$ cat config.mk
export PLATFORM = sky130hd
export DESIGN_NAME = sfpp_reconfig_p2b_adapter
export DESIGN_NICKNAME = d
export VERILOG_FILES = /design/src/rtl/sfpp_reconfig_pkg.sv /design/src/rtl/sfpp_reconfig_skid_buf.sv /design/src/rtl/sfpp_reconfig_p2b_adapter.sv
export SDC_FILE = /design/constraint.sdc
export NUM_CORES = 1
export LEC_CHECK = 0
export BUFFER_PORTS_ARGS = -buffer_cell sky130_fd_sc_hd__buf_2
export CORE_ASPECT_RATIO = 0.9
export CORE_MARGIN = 2
export CORE_UTILIZATION = 30
export CTS_BUF_LIST = sky130_fd_sc_hd__clkbuf_4 sky130_fd_sc_hd__clkbuf_8
export CTS_CLUSTER_SIZE = 8
export DETAILED_ROUTE_END_ITERATION = 7
export PLACE_DENSITY = 0.48
export SLEW_MARGIN = 30
export SYNTH_ARGS = -nofsm -noshare
export SYNTH_HDL_FRONTEND = slang
export SYNTH_SLANG_ARGS = --single-unit
$ cat constraint.sdc
create_clock -name clk -period 3.6 [get_ports clk]
set_input_delay 0.36 -clock clk [delete_from_list [all_inputs] [get_ports clk]]
set_output_delay 0.36 -clock clk [all_outputs]
set_load 0.01 [all_outputs]
$ cat src/rtl/sfpp_reconfig_pkg.sv
// Shared framing FSM encoding and drop counter constants for the reconfigurable
// packet-to-beat adapter.
package sfpp_reconfig_pkg;

  typedef enum logic {
    ST_IDLE   = 1'b0,
    ST_IN_PKT = 1'b1
  } state_e;

  localparam int unsigned DROP_W = 8;
  localparam logic [DROP_W-1:0] DROP_MAX = DROP_W'(255);

endpackage

$ cat src/rtl/sfpp_reconfig_skid_buf.sv
// Two-entry skid buffer: output register plus one skid register.
// The upstream ready is registered and is high exactly when the skid entry is free.
module sfpp_reconfig_skid_buf #(
  parameter int unsigned W = 18
) (
  input  logic         clk,
  input  logic         reset_n,
  input  logic         s_valid,
  input  logic [W-1:0] s_data,
  output logic         s_ready,
  output logic         m_valid,
  output logic [W-1:0] m_data,
  input  logic         m_ready
);

  logic         out_valid_q, out_valid_d;
  logic [W-1:0] out_data_q, out_data_d;
  logic         skid_valid_q, skid_valid_d;
  logic [W-1:0] skid_data_q, skid_data_d;
  logic         rdy_q, rdy_d;
  logic         drain_c;

  // s_valid is only raised while s_ready is high, so a push never meets a full skid entry.
  always_comb begin
    out_valid_d  = out_valid_q;
    out_data_d   = out_data_q;
    skid_valid_d = skid_valid_q;
    skid_data_d  = skid_data_q;
    drain_c      = out_valid_q & m_ready;
    if (s_valid) begin
      if (!out_valid_q || drain_c) begin
        out_valid_d = 1'b1;
        out_data_d  = s_data;
      end else begin
        skid_valid_d = 1'b1;
        skid_data_d  = s_data;
      end
    end else if (drain_c) begin
      if (skid_valid_q) begin
        out_data_d   = skid_data_q;
        skid_valid_d = 1'b0;
      end else begin
        out_valid_d = 1'b0;
      end
    end
    rdy_d = ~skid_valid_d;
  end

  always_ff @(posedge clk or negedge reset_n) begin
    if (!reset_n) begin
      out_valid_q  <= 1'b0;
      out_data_q   <= '0;
      skid_valid_q <= 1'b0;
      skid_data_q  <= '0;
      rdy_q        <= 1'b0;
    end else begin
      out_valid_q  <= out_valid_d;
      out_data_q   <= out_data_d;
      skid_valid_q <= skid_valid_d;
      skid_data_q  <= skid_data_d;
      rdy_q        <= rdy_d;
    end
  end

  assign s_ready = rdy_q;
  assign m_valid = out_valid_q;
  assign m_data  = out_data_q;

endmodule

$ cat src/rtl/sfpp_reconfig_p2b_adapter.sv
// Packet framing adapter: stamps a per-packet channel, drops beats outside packets,
// flags framing errors and feeds a two-entry skid buffer.
module sfpp_reconfig_p2b_adapter
  import sfpp_reconfig_pkg::*;
#(
  parameter int unsigned DATA_W = 8,
  parameter int unsigned CHAN_W = 8
) (
  input  logic              clk,
  input  logic              reset_n,
  input  logic [CHAN_W-1:0] cfg_channel,
  input  logic              in_valid,
  output logic              in_ready,
  input  logic [DATA_W-1:0] in_data,
  input  logic              in_startofpacket,
  input  logic              in_endofpacket,
  input  logic              out_ready,
  output logic              out_valid,
  output logic [DATA_W-1:0] out_data,
  output logic [CHAN_W-1:0] out_channel,
  output logic              out_startofpacket,
  output logic              out_endofpacket,
  output logic              err_sticky,
  output logic [DROP_W-1:0] drop_count
);

  localparam int unsigned PAY_W = DATA_W + CHAN_W + 2;

  state_e            state_q, state_d;
  logic [CHAN_W-1:0] chan_q, chan_d;
  logic              err_q, err_d;
  logic [DROP_W-1:0] drop_q, drop_d;
  logic              accept_c;
  logic              push_c;
  logic [CHAN_W-1:0] push_chan_c;
  logic [PAY_W-1:0]  push_data_c;
  logic [PAY_W-1:0]  buf_data;

  // Framing decisions are taken only on accepted beats.
  always_comb begin
    state_d     = state_q;
    chan_d      = chan_q;
    err_d       = err_q;
    drop_d      = drop_q;
    push_c      = 1'b0;
    push_chan_c = chan_q;
    accept_c    = in_valid & in_ready;
    if (accept_c) begin
      if (in_startofpacket) begin
        if (state_q == ST_IN_PKT) err_d = 1'b1;
        chan_d      = cfg_channel;
        push_chan_c = cfg_channel;
        push_c      = 1'b1;
        state_d     = in_endofpacket ? ST_IDLE : ST_IN_PKT;
      end else if (state_q == ST_IDLE) begin
        err_d = 1'b1;
        if (drop_q != DROP_MAX) drop_d = drop_q + DROP_W'(1);
      end else begin
        push_c = 1'b1;
        if (in_endofpacket) state_d = ST_IDLE;
      end
    end
    push_data_c = {in_data, push_chan_c, in_startofpacket, in_endofpacket};
  end

  always_ff @(posedge clk or negedge reset_n) begin
    if (!reset_n) begin
      state_q <= ST_IDLE;
      chan_q  <= '0;
      err_q   <= 1'b0;
      drop_q  <= '0;
    end else begin
      state_q <= state_d;
      chan_q  <= chan_d;
      err_q   <= err_d;
      drop_q  <= drop_d;
    end
  end

  sfpp_reconfig_skid_buf #(
    .W(PAY_W)
  ) u_skid (
    .clk     (clk),
    .reset_n (reset_n),
    .s_valid (push_c),
    .s_data  (push_data_c),
    .s_ready (in_ready),
    .m_valid (out_valid),
    .m_data  (buf_data),
    .m_ready (out_ready)
  );

  assign {out_data, out_channel, out_startofpacket, out_endofpacket} = buf_data;
  assign err_sticky = err_q;
  assign drop_count = drop_q;

endmodule

### Word-level counts from Yosys, hierarchy flattened

Index checks and enable logic that the tools add are counted.

* add/subtract/negate cells: 1
* equal/unequal tests: 5
* multiplexer cells: 22
* bitwise gates (word level): 6
* reduce and logical (&&, ||, !) cells: 9

Operators by type and width (count)
* 18-bit two-way mux: 4
* 1-bit two-way mux: 16
* 8-bit two-way mux: 2
* 3-bit AND reduction: 3
* 8-bit by 1-bit adder with 8-bit output, second input constant: 1
* 8-bit != test, second input constant: 1
* 2-bit by 1-bit != test with 1-bit output, second input constant: 2
* 2-bit != test, second input constant: 2
* 1-bit inverter: 4
* 4-bit AND reduction: 1
* 2-bit nonzero test: 2
* 1-bit AND: 2
* 2-bit AND reduction: 1
* 1-bit zero test: 1
* 1-bit logical OR: 1

* register bits: 57
* input port bits: 22
* output and inout port bits: 29
* word-level logic and storage cells: 52

### Depth between registers and ports, before layout

Gate-level depths: netlist (run 1).

* depth after elaboration: 5
* gate-level depth with buffers: 7
* depth with buffers taken out: 5

### By module

A second synthesis (run 1) with hierarchy kept.

* cell total of the unflattened synthesis: 171
* area, all modules: 2621.3 µm²

Modules (own cells, without submodules)
* sfpp_reconfig_skid_buf: instances 1, cells each 108, area each 1799.2 µm², sequential area each 975.9 µm²
* sfpp_reconfig_p2b_adapter: instances 1, cells each 63, area each 822.0 µm², sequential area each 450.4 µm²

### Least setup slack after synthesis (run 1)

OpenSTA, ideal clock, no wires.

* kind: input to register
* start point: input port in_startofpacket
* end point: register u_skid.skid_data_q[10]
* library setup time: 125 ps
* data arrival time: 1766 ps
* data required time: 3475 ps
* path slack: 1709 ps
* stages on the path: 7
* path buffers: 2
* cell sequence: buf_6 > inv_1 > ha_1 > nand3b_4 > nor3_4 > buf_12 > mux2_4

* cells in the longest elaborated chain, start to end: 3

Ends and longest elaborated chain
* start: declaration: line sfpp_reconfig_p2b_adapter.sv:15 `input logic in_startofpacket,`
* 1-bit two-way mux: line sfpp_reconfig_p2b_adapter.sv:49 `if (in_startofpacket) begin`
* 1-bit two-way mux: line sfpp_reconfig_p2b_adapter.sv:48 `if (accept_c) begin`
* 2-bit AND reduction (no line)
* end signal: assignment: line sfpp_reconfig_skid_buf.sv:60 `skid_data_q <= skid_data_d;`
* end: declaration: line sfpp_reconfig_skid_buf.sv:19 `logic [W-1:0] skid_data_q, skid_data_d;`

Every way passes these cells.
A chain may end at the register's enable or synchronous reset.

### Worst setup path in the final report (run 1)

* start point: input port in_startofpacket
* end point: register u_skid.out_data_q[7] (netlist: u_skid.m_data[7])

* cells in the longest elaborated chain, start to end: 4
* elaborated cells between the ends (all ways): 10
* classes of those cells: 1 x eq/ne; 6 x mux; 3 x reduce/logical

Ends and longest elaborated chain
* 1-bit two-way mux or 8-bit two-way mux (tied branches)
* 1-bit two-way mux or 8-bit two-way mux (tied branches): line sfpp_reconfig_p2b_adapter.sv:48
* 2-bit by 1-bit != test with 1-bit output (no line), or another cell as far along
* 3-bit AND reduction (no line) or 18-bit two-way mux (tied branches)
* end signal: assignment: line sfpp_reconfig_skid_buf.sv:58 `out_data_q <= out_data_d;`
* end: declaration: line sfpp_reconfig_skid_buf.sv:17 `logic [W-1:0] out_data_q, out_data_d;`

Several ways; a longest one is shown, not always the timed one. The select of a mux whose other input is x is not followed.

==> results_dict.tcl, run 1 <==
set metrics [dict create \
    status "complete, but fails checks" \
    violations "hold timing" \
    pwr-share-seq 0.391 \
    crit_type "input port to flop" \
    yosysWarnings 0 \
    timing.rr.start "state_q" \
    drv_slew 0 \
    holdBufCountCts 0 \
    timing.slew.headroom 0.556 \
    numCtsBuffers 9 \
    intPower_uw 2010 \
    cp_max_fo 18 \
    antenna_found_initial 0 \
    yosysMostFrequentCell "mux2_2" \
    cpPeakStageDelay_ns 0.61 \
    rows 32 \
    clock_path_buffers 2 \
    grt_pass1_vias 1711 \
    yosysUniqueCellTypes 32 \
    synthFlopType "dfrtp_1" \
    p_sw_frac 0.300 \
    power.switching_uw 862 \
    p_leak_uw 0.00149 \
    grt_pass1_wl_mm 8.94 \
    post-cts-setup-buffer-count 0 \
    setup_viol 0 \
    tightest_slew_ns 0.663 \
    critPathTopFamily "compound AO/OA/AOI/OAI gates" \
    drcViolationCount 0 \
    insertion_delay_ns 0.33 \
    worstSetupStartpointType "input port" \
    syn_nets 205 \
    vias_per_cell 4.46 \
    grt_use_total 0.121 \
    placed_cell_area_sq_um 3040 \
    yosys-top-cells-count "mux2_2, dfrtp_1, mux2_4, nand2_1, buf_6" \
    slowest_stage "a2bb2oi_4" \
    clock_skew_ns 0.00618 \
    power_density_nw_per_um2 874 \
    ys_ff_latch 57 \
    root_buffer "clkbuf_8" \
    yosysTopAreaCellShare 0.526 \
    cts_htree_levels 3 \
    pin_count 51 \
    dr.pass1.iters 4 \
    wl_per_cell_um 14.8 \
    pwr-share-clk 0.257 \
    grt_max_degree 40 \
    start_util 0.312 \
    fp.dieArea_sq_um 9820 \
    die_height_um 94.2 \
    irDropWorstVdd_v 0.000351 \
    place.gp.congestion 0.649 \
    drv_cap 0 \
    areaGrowthSynthToFinish_pct 21.1 \
    cts-resized-gates 0 \
    setup_tns_ns 0 \
    endpoint_kind "flop" \
    yosys-top-cells-area "dfrtp_1, mux2_2, mux2_4, buf_6, a2bb2oi_4" \
    drt_iter0_drc 36 \
    routed-via-count 1610 \
    finalHoldViolCount 5 \
    critical_path.cell_chain "buf_2 > inv_1 > ha_1 > nand3b_4 > a2bb2oi_4 > mux2_2" \
    fin_crit_sh 0.577 \
    cts.clk_slew.worst_paths_ns 0.07 \
    yosys.area.top_type "dfrtp_1" \
    max_freq_ghz 0.482 \
    hpwlAfterDp_mm 3.55 \
    crit_required_ns 3.82 \
    synth_edf_count 0 \
    wirelength_mm 5.35 \
    synth_area_sq_um 2710 \
    hold_class "input port to async pin" \
    netlist_instances 181 \
    stdcell_area_sq_um 3290 \
    core_region_area_sq_um 8690 \
    critPathBufInv 2 \
    whs_ns -0.00482 \
    multi_input_area_sq_um 1180 \
    die_w_um 104 \
    antenna_left 0 \
    grt_setup_unrepaired "false" \
    seqCellArea_sq_um 1430 \
    portBuffers 50 \
    p_total_uw 2870 \
    avgSynthCellArea_sq_um 15.0 \
    cts_tree "done" \
    overflow 0 \
    fin_nets 261 \
    diodes 0 \
    clock_sinks 57 \
    drive_gt1_frac 0.599 \
    critPathArrivalTime_ns 2.30 \
    seq_area_frac_synth 0.526 \
    async_flop_share 1.00 \
    power_frac_comb 0.352 \
    period_needed_ns 2.08 \
    fillers 880 \
    crit_start "in_startofpacket" \
]
==> metrics by stage <==
stage / std cells / util / worst slack (ns)
floorplan: 181 / - / 1.71
global placement: 345 / 0.350 / 1.20
detailed placement: 345 / 0.350 / 1.13
CTS: 361 / 0.378 / 1.49
global route: 361 / 0.378 / 1.37
finish: 361 / 0.378 / 1.52
==> logic make-up (layout without fill, tap and decap cells) <==
kind of cell	count (synthesis)	in the layout	synth area share
xor gates and xnor gates	3	3	0.00968
AOI/OAI and AO/OA	12	12	0.0401
buffers and inverters	11	72	0.0378
DFF	57	57	0.526
adders and majority gates	2	2	0.00922
and+or+nand+nor	22	22	0.0567
muxes	74	74	0.321
==> layer usage <==
metal,GRT usage,wire length [um],share of wire,vias to the layer above
met5,0,0,0,-
met4,0.0439,20,0.0037,0
met3,0.0534,350,0.065,4
met2,0.175,2380,0.44,50
met1,0.160,2600,0.49,781
li1,-,-,-,775
==> flip-flops by register name, summed over array words and instances (netlist names) <==
signal / count
chan_q: 8
drop_count: 8
err_sticky: 1
state_q: 1
u_skid.m_data: 18
u_skid.m_valid: 1
u_skid.s_ready: 1
u_skid.skid_data_q: 18
u_skid.skid_valid_q: 1
==> power by group through the flow <==
| stage | logic, uW | registers (uW) | clock network (uW) |
|---|---|---|---|
| finish | 1010 | 1120 | 738 |
| global route | 1120 | 1170 | 795 |
| CTS | 1030 | 1130 | 765 |
| detailed placement | 1030 | 1140 | 0 |
| global placement | 1010 | 1140 | 0 |
| floorplan | 743 | 1150 | 0 |
==> placed cells by master (no fill, tap or decap), types with 2 or more instances in the layout <==
cell type / count
mux2_2: 62
dfrtp_1: 57
buf_2: 49
mux2_4: 10
clkbuf_8: 10
nand2_1: 7
inv_1: 4
nand3_1: 3
xnor2_1: 3
clkinv_2: 3
bufinv_16: 3
buf_4: 3
nand4_1: 2
o21ai_0: 2
o211ai_1: 2
mux2_1: 2
ha_1: 2
==> area by class of cell <==
type,count,share of cell area
Inverter,4,0.00457
Clock inverter,6,0.0320
Tap cell,119,0.0453
Clock buffer,10,0.0419
Timing Repair Buffer,52,0.0815
Sequential cell,57,0.434
Multi-Input combinational cell,113,0.361
==> final timing paths <==
path,end,slack (ns),depth (start not counted)
hold / removal,drop_count[0],-0.005,1
hold reg to reg,err_sticky,0.48,1
max in group asynchronous,u_skid.m_data[5],2.95,2
setup / recovery,u_skid.m_data[7],1.52,6
min in group clk,u_skid.skid_data_q[14],0.26,2
setup reg to reg,u_skid.m_data[7],1.58,5
No activity file was read; power rests on OpenSTA's default activity.
==> inputs of run 2 (changes only) <==
- clock period: 3.6 -> 2 ns (I/O delays scaled with it)
==> run 2 against run 1 <==
  * The flow now finishes without violations
  * Via count rose by 3.5%
  * Cell count rose by 2.5%
  * Critical path depth did not move
  * Clock skew fell by 0.0011 ns
  * Clock-buffer cell count did not move
  * Critical path type is now flop to flop
  * Largest power group unchanged
  * Highest routed layer unchanged
==> results_dict.tcl, run 2 (same netlist as run 1, synthesis figures left out) <==
set metrics [dict create \
    place.gp.congestion 0.686 \
    clock_path_buffers 2 \
    areaGrowthSynthToFinish_pct 24.0 \
    period_needed_ns 1.77 \
    antenna_left 0 \
    die_height_um 94.2 \
    hold_end "u_skid.skid_data_q[16]" \
    rrSetupSlack_ns 0.23 \
    wl_per_cell_um 14.7 \
    rows 32 \
    power_density_nw_per_um2 1560 \
    setup_viol 0 \
    fin_crit_sh 0.886 \
    hold_path.startpoint "in_data[6]" \
    timing.rr.end "u_skid.skid_data_q[3]" \
    grt_setup_unrepaired "false" \
    setup_ws_ns 0.228 \
    timing.slew.headroom 0.696 \
    final_common_cell "mux2_2" \
    p_leak_uw 0.00154 \
    irDropWorstVdd_v 0.000611 \
    setup_tns_ns 0 \
    tightest_slew_ns 0.456 \
    start_util 0.312 \
    max_freq_ghz 0.564 \
    portBuffers 50 \
    dp_slack_ns 0.210 \
    clock_skew_ns 0.00505 \
    worstSetupStartpointType "flop" \
    wirelength_mm 5.43 \
    drv_cap 0 \
    multi_input_area_sq_um 1180 \
    diodes 0 \
    die_w_um 104 \
    numCtsBuffers 9 \
    whs_ns 0.106 \
    crit_type "flop to flop" \
    grt_pass1_vias 1788 \
    core_region_area_sq_um 8690 \
    clock_sinks 57 \
    cts.clk_slew.worst_paths_ns 0.07 \
    drive_gt1_frac 0.610 \
    crit_required_ns 2.22 \
    status "completed" \
    cts-resized-gates 0 \
    seqCellArea_sq_um 1430 \
    finalHoldViolCount 0 \
    cp_max_fo 13 \
    slowest_stage "mux2_2" \
    final_cell_mix "mux2_2, dfrtp_1, buf_2" \
    dr.pass1.iters 2 \
    fillers 856 \
    timing.rr.start "state_q" \
    routed-via-count 1666 \
    crit_start "state_q" \
    drcViolationCount 0 \
    drt_iter0_drc 28 \
    grt_max_degree 22 \
    cts_tree "done" \
    fp.dieArea_sq_um 9820 \
    rr_worst_depth 6 \
    endpoint_kind "flop" \
    drv_slew 0 \
    fin_nets 270 \
    insertion_delay_ns 0.34 \
    min_path_cells 2 \
    cpPeakStageDelay_ns 0.36 \
    critical_path.cell_chain "inv_1 > ha_1 > nand3b_4 > nor3_4 > buf_4 > mux2_2" \
    vias_per_cell 4.50 \
    cts_htree_levels 3 \
    grt_use_total 0.124 \
    critPathArrivalTime_ns 1.99 \
    hpwlAfterDp_mm 3.80 \
    overflow 0 \
    hold_class "input port to flop" \
    root_buffer "clkbuf_8" \
    antenna_found_initial 0 \
    grt_pass1_wl_mm 9.10 \
    pin_count 51 \
]
==> run 2: how the worst max path moves through the flow <==
stage / endpoint / slack [ns] / cells after the start
finish: u_skid.skid_data_q[3] / 0.23 / 6
global route: u_skid.skid_data_q[1] / 0.11 / 6
CTS: u_skid.skid_data_q[3] / 0.21 / 6
detailed placement: u_skid.skid_data_q[1] / 0.21 / 6
global placement: u_skid.m_data[3] / 0.26 / 6
floorplan: u_skid.skid_data_q[10] / 0.27 / 7
==> run 2: per-stage QoR <==
step	utilization	power [uW]	cell area, sq um	instances
2_1_floorplan	-	3410	2710	181
3_3_place_gp	0.358	3950	3110	353
3_5_place_dp	0.358	3970	3110	353
4_1_cts	0.387	5340	3370	370
5_1_grt	0.387	5600	3370	370
6_report	0.387	5240	3370	370
==> run 2: area by class of cell <==
type                       instances  area share
sequential                        57       0.424
multi-input combinational        113       0.352
inverter                           4     0.00446
clock inverter                     6      0.0312
tap                              119      0.0442
timing repair buffer              61       0.103
clock buffer                      10      0.0409
==> run 2: per-layer routing <==
| metal | vias up | global-route usage | wire length [um] |
|---|---|---|---|
| met5 | - | 0 | 0 |
| met4 | 0 | 0.0507 | 98 |
| met3 | 13 | 0.0485 | 303 |
| met2 | 40 | 0.187 | 2410 |
| met1 | 820 | 0.159 | 2610 |
| li1 | 793 | - | - |
==> run 2: report_power, final <==
group	switching (uW)	leakage, uW	internal (uW)
Sequential	319	0.000688	1690
Clock	479	0.000126	855
Combinational	761	0.000726	1140
Total	1560	0.00154	3680
==> run 2: what timing repair did <==
action | CTS | global route
hold endpoints to repair | 17 | 0
hold buffers | 1 | 0
buffers inserted | 0 | 0
==> run 2: worst max-delay path, delay by kind of cell, from the launching register on <==
kind | cells | cell delay [ns]
buffers and inverters | 2 | 0.33
adders and majority gates | 1 | 0.21
and+or+nand+nor | 2 | 0.43
DFF | 1 | 0.32
muxes | 1 | 0.36
==> inputs of run 3 (changes only) <==
- PLACE_DENSITY: 0.48 -> 0.49
- SYNTH_HIERARCHICAL: unset -> 1
==> run 3 against run 2 <==
  * First-iteration DRC count decreased by 36%
  * Clock-buffer cell count unchanged
  * Critical path depth unchanged
  * Final area decreased by 1.5%
  * Cell count decreased by 3.0%
  * Sequential share of layout area increased by 0.64 points
  * Die area decreased by 3.3%
  * Core utilization increased by 0.14 points
  * Setup slack got worse by 0.050 ns
  * Area after synthesis decreased by 3.4%
  * Critical endpoint is now u_skid/m_data[17]
  * Clock power about the same
==> results_dict.tcl, run 3 <==
set metrics [dict create \
    grt_pass1_vias 1673 \
    final_common_cell "dfrtp_1" \
    place.gp.congestion 0.682 \
    finalHoldViolCount 0 \
    ys_ff_latch 57 \
    tightest_slew_ns 0.559 \
    yosysTopAreaCellShare 0.544 \
    netlist_instances 171 \
    period_needed_ns 1.82 \
    met1_length_mm 2.46 \
    final_cell_mix "dfrtp_1, buf_2, mux2_2" \
    drv_slew 0 \
    synth-simple-area-share 0.0640 \
    max_freq_ghz 0.549 \
    slowest_stage "mux2_2" \
    cp_max_fo 8 \
    clock_skew_ns 0.0105 \
    endpoint_kind "flop" \
    power_density_nw_per_um2 1610 \
    cts_htree_levels 3 \
    yosysMostFrequentCell "dfrtp_1" \
    pin_count 51 \
    setup_viol 0 \
    yosys.area.top_type "dfrtp_1" \
    async_flop_share 1.00 \
    rows 32 \
    drv_cap 0 \
    synth_edf_count 0 \
    die_w_um 103 \
    areaGrowthSynthToFinish_pct 26.5 \
    numCtsBuffers 9 \
    met3_length_um 317 \
    status "completed" \
    fillers 823 \
    cts-resized-gates 0 \
    wl_met2_mm 2.21 \
    portBuffers 50 \
    syn_nets 195 \
    root_buffer "clkbuf_8" \
    routed-via-count 1576 \
    irDropWorstVdd_v 0.000815 \
    synth_compound_area_frac 0.0430 \
    core_region_area_sq_um 8530 \
    critical_path.cell_chain "inv_1 > ha_1 > nor2_2 > buf_4 > mux2_2 > mux2_2" \
    clock_path_buffers 2 \
    die_height_um 92.7 \
    cpMostUsedCell "mux2_2" \
    synth_top_family_by_area "multiplexers" \
    synth_area_sq_um 2620 \
    fin_nets 259 \
    grt_use_total 0.121 \
    synth_xor_area_frac 0.0100 \
    fin_crit_sh 0.911 \
    yosys-top-cells-count "dfrtp_1, mux2_2, mux2_4, mux2_1" \
    fp.dieArea_sq_um 9500 \
    seq_area_frac_synth 0.544 \
    top_layer_used "met4" \
    vias_per_cell 4.39 \
    dr.pass1.iters 3 \
    antenna_left 0 \
    worstSetupStartpointType "flop" \
    drcViolationCount 0 \
    crit_type "flop to flop" \
    cts_tree "done" \
    p_leak_uw 0.00157 \
    overflow 0 \
    drt_iter0_drc 18 \
    yosysWarnings 6 \
    diodes 0 \
    critPathArrivalTime_ns 2.04 \
    grt_pass1_wl_mm 8.65 \
    p_total_uw 5330 \
    grt_setup_unrepaired "false" \
    antenna_found_initial 0 \
    yosys-top-cells-area "dfrtp_1, mux2_2, mux2_4, mux2_1, buf_6" \
    drive_gt1_frac 0.588 \
    grt_max_degree 37 \
    cts.clk_slew.worst_paths_ns 0.07 \
    yosysUniqueCellTypes 34 \
    synthMuxAreaShare 0.307 \
    wirelength_mm 5.03 \
    cpPeakStageDelay_ns 0.35 \
    crit_required_ns 2.22 \
    hpwlAfterDp_mm 3.37 \
    start_util 0.307 \
    avgSynthCellArea_sq_um 15.3 \
    clock_sinks 57 \
    timing.slew.headroom 0.628 \
    setup_tns_ns 0 \
    wl_per_cell_um 14.0 \
    synth-adder-area-share 0.00955 \
    synthFlopType "dfrtp_1" \
    hold_class "input port to flop" \
    insertion_delay_ns 0.34 \
]
==> run 3: cell count changes in the layout (fill, tap and decap cells not counted), moves of 3 or more <==
cell      delta
mux2_1       +3
xnor2_1      -3
mux2_4      +10
nand2_1      -4
mux2_2      -23
xor2_1       +3
a211oi_1     +3
buf_4        -5
==> run 3: final cells by class <==
type                    instances  area [sq um]  share of cell area
inverters                       2          7.51             0.00226
repair buffers                 58           350               0.106
flip-flops and latches         57          1430               0.430
clock inverters                 6           105              0.0317
multi-input cells             107          1140               0.344
clock buffers                  10           138              0.0415
well taps                     119           149              0.0449
==> run 3: path summary, 6_finish.rpt <==
check / startpoint / to / slack [ns] / cells past startpoint
worst max-delay path: state_q / u_skid/m_data[17] / 0.18 / 6
min in group asynchronous: reset_n / err_sticky / 0.38 / 2
worst min register to register: err_sticky / err_sticky / 0.48 / 1
worst min-delay path: in_data[3] / u_skid/skid_data_q[13] / 0.11 / 2
worst max register to register: state_q / u_skid/m_data[17] / 0.18 / 6
max in group asynchronous: reset_n / chan_q[5] / 1.02 / 3
==> run 3: kinds of logic (layout without fill, tap and decap cells) <==
group | Yosys count | in the layout
muxes | 65 | 65
DFF | 57 | 57
buffers and inverters | 7 | 76
xor gates and xnor gates | 3 | 3
and+or+nand+nor | 22 | 22
AOI/OAI and AO/OA | 15 | 15
adders and majority gates | 2 | 2
==> run 3: critical path: cells and delay by family, from the launching register on <==
| family | cells | cell delay, ns |
|---|---|---|
| muxes | 2 | 0.61 |
| DFF | 1 | 0.32 |
| buffers and inverters | 2 | 0.28 |
| and+or+nand+nor | 1 | 0.26 |
| adders and majority gates | 1 | 0.24 |
==> run 3: power by group <==
group          internal [uW]  total (uW)  switching [uW]
clock network            855        1320             467
registers               1690        1970             284
logic                   1210        2030             821
total                   3750        5330            1570
==> run 3: routing by layer <==
| layer | global-route usage | vias to the layer above |
|---|---|---|
| met3 | 0.0498 | 4 |
| met1 | 0.170 | 778 |
| met4 | 0.0433 | 0 |
| met5 | 0 | - |
| li1 | - | 751 |
| met2 | 0.166 | 43 |
==> run 3: repair_timing <==
item	in CTS	in global routing
setup buffers	0	3
setup endpoints to repair	0	1
hold endpoints to repair	21	0
hold buffers	1	0
==> run 3: metrics by stage <==
stage,hold WS (ns),std cells,worst slack [ns],area (sq um),util
finish,0.106,359,0.178,3320,0.389
global route,0.0938,359,0.0450,3320,0.389
CTS,0.0862,356,0.125,3280,0.385
detailed placement,0.225,339,0.0978,3030,0.355
global placement,0.224,339,0.172,3030,0.355
floorplan,-0.0956,171,0.247,2620,-
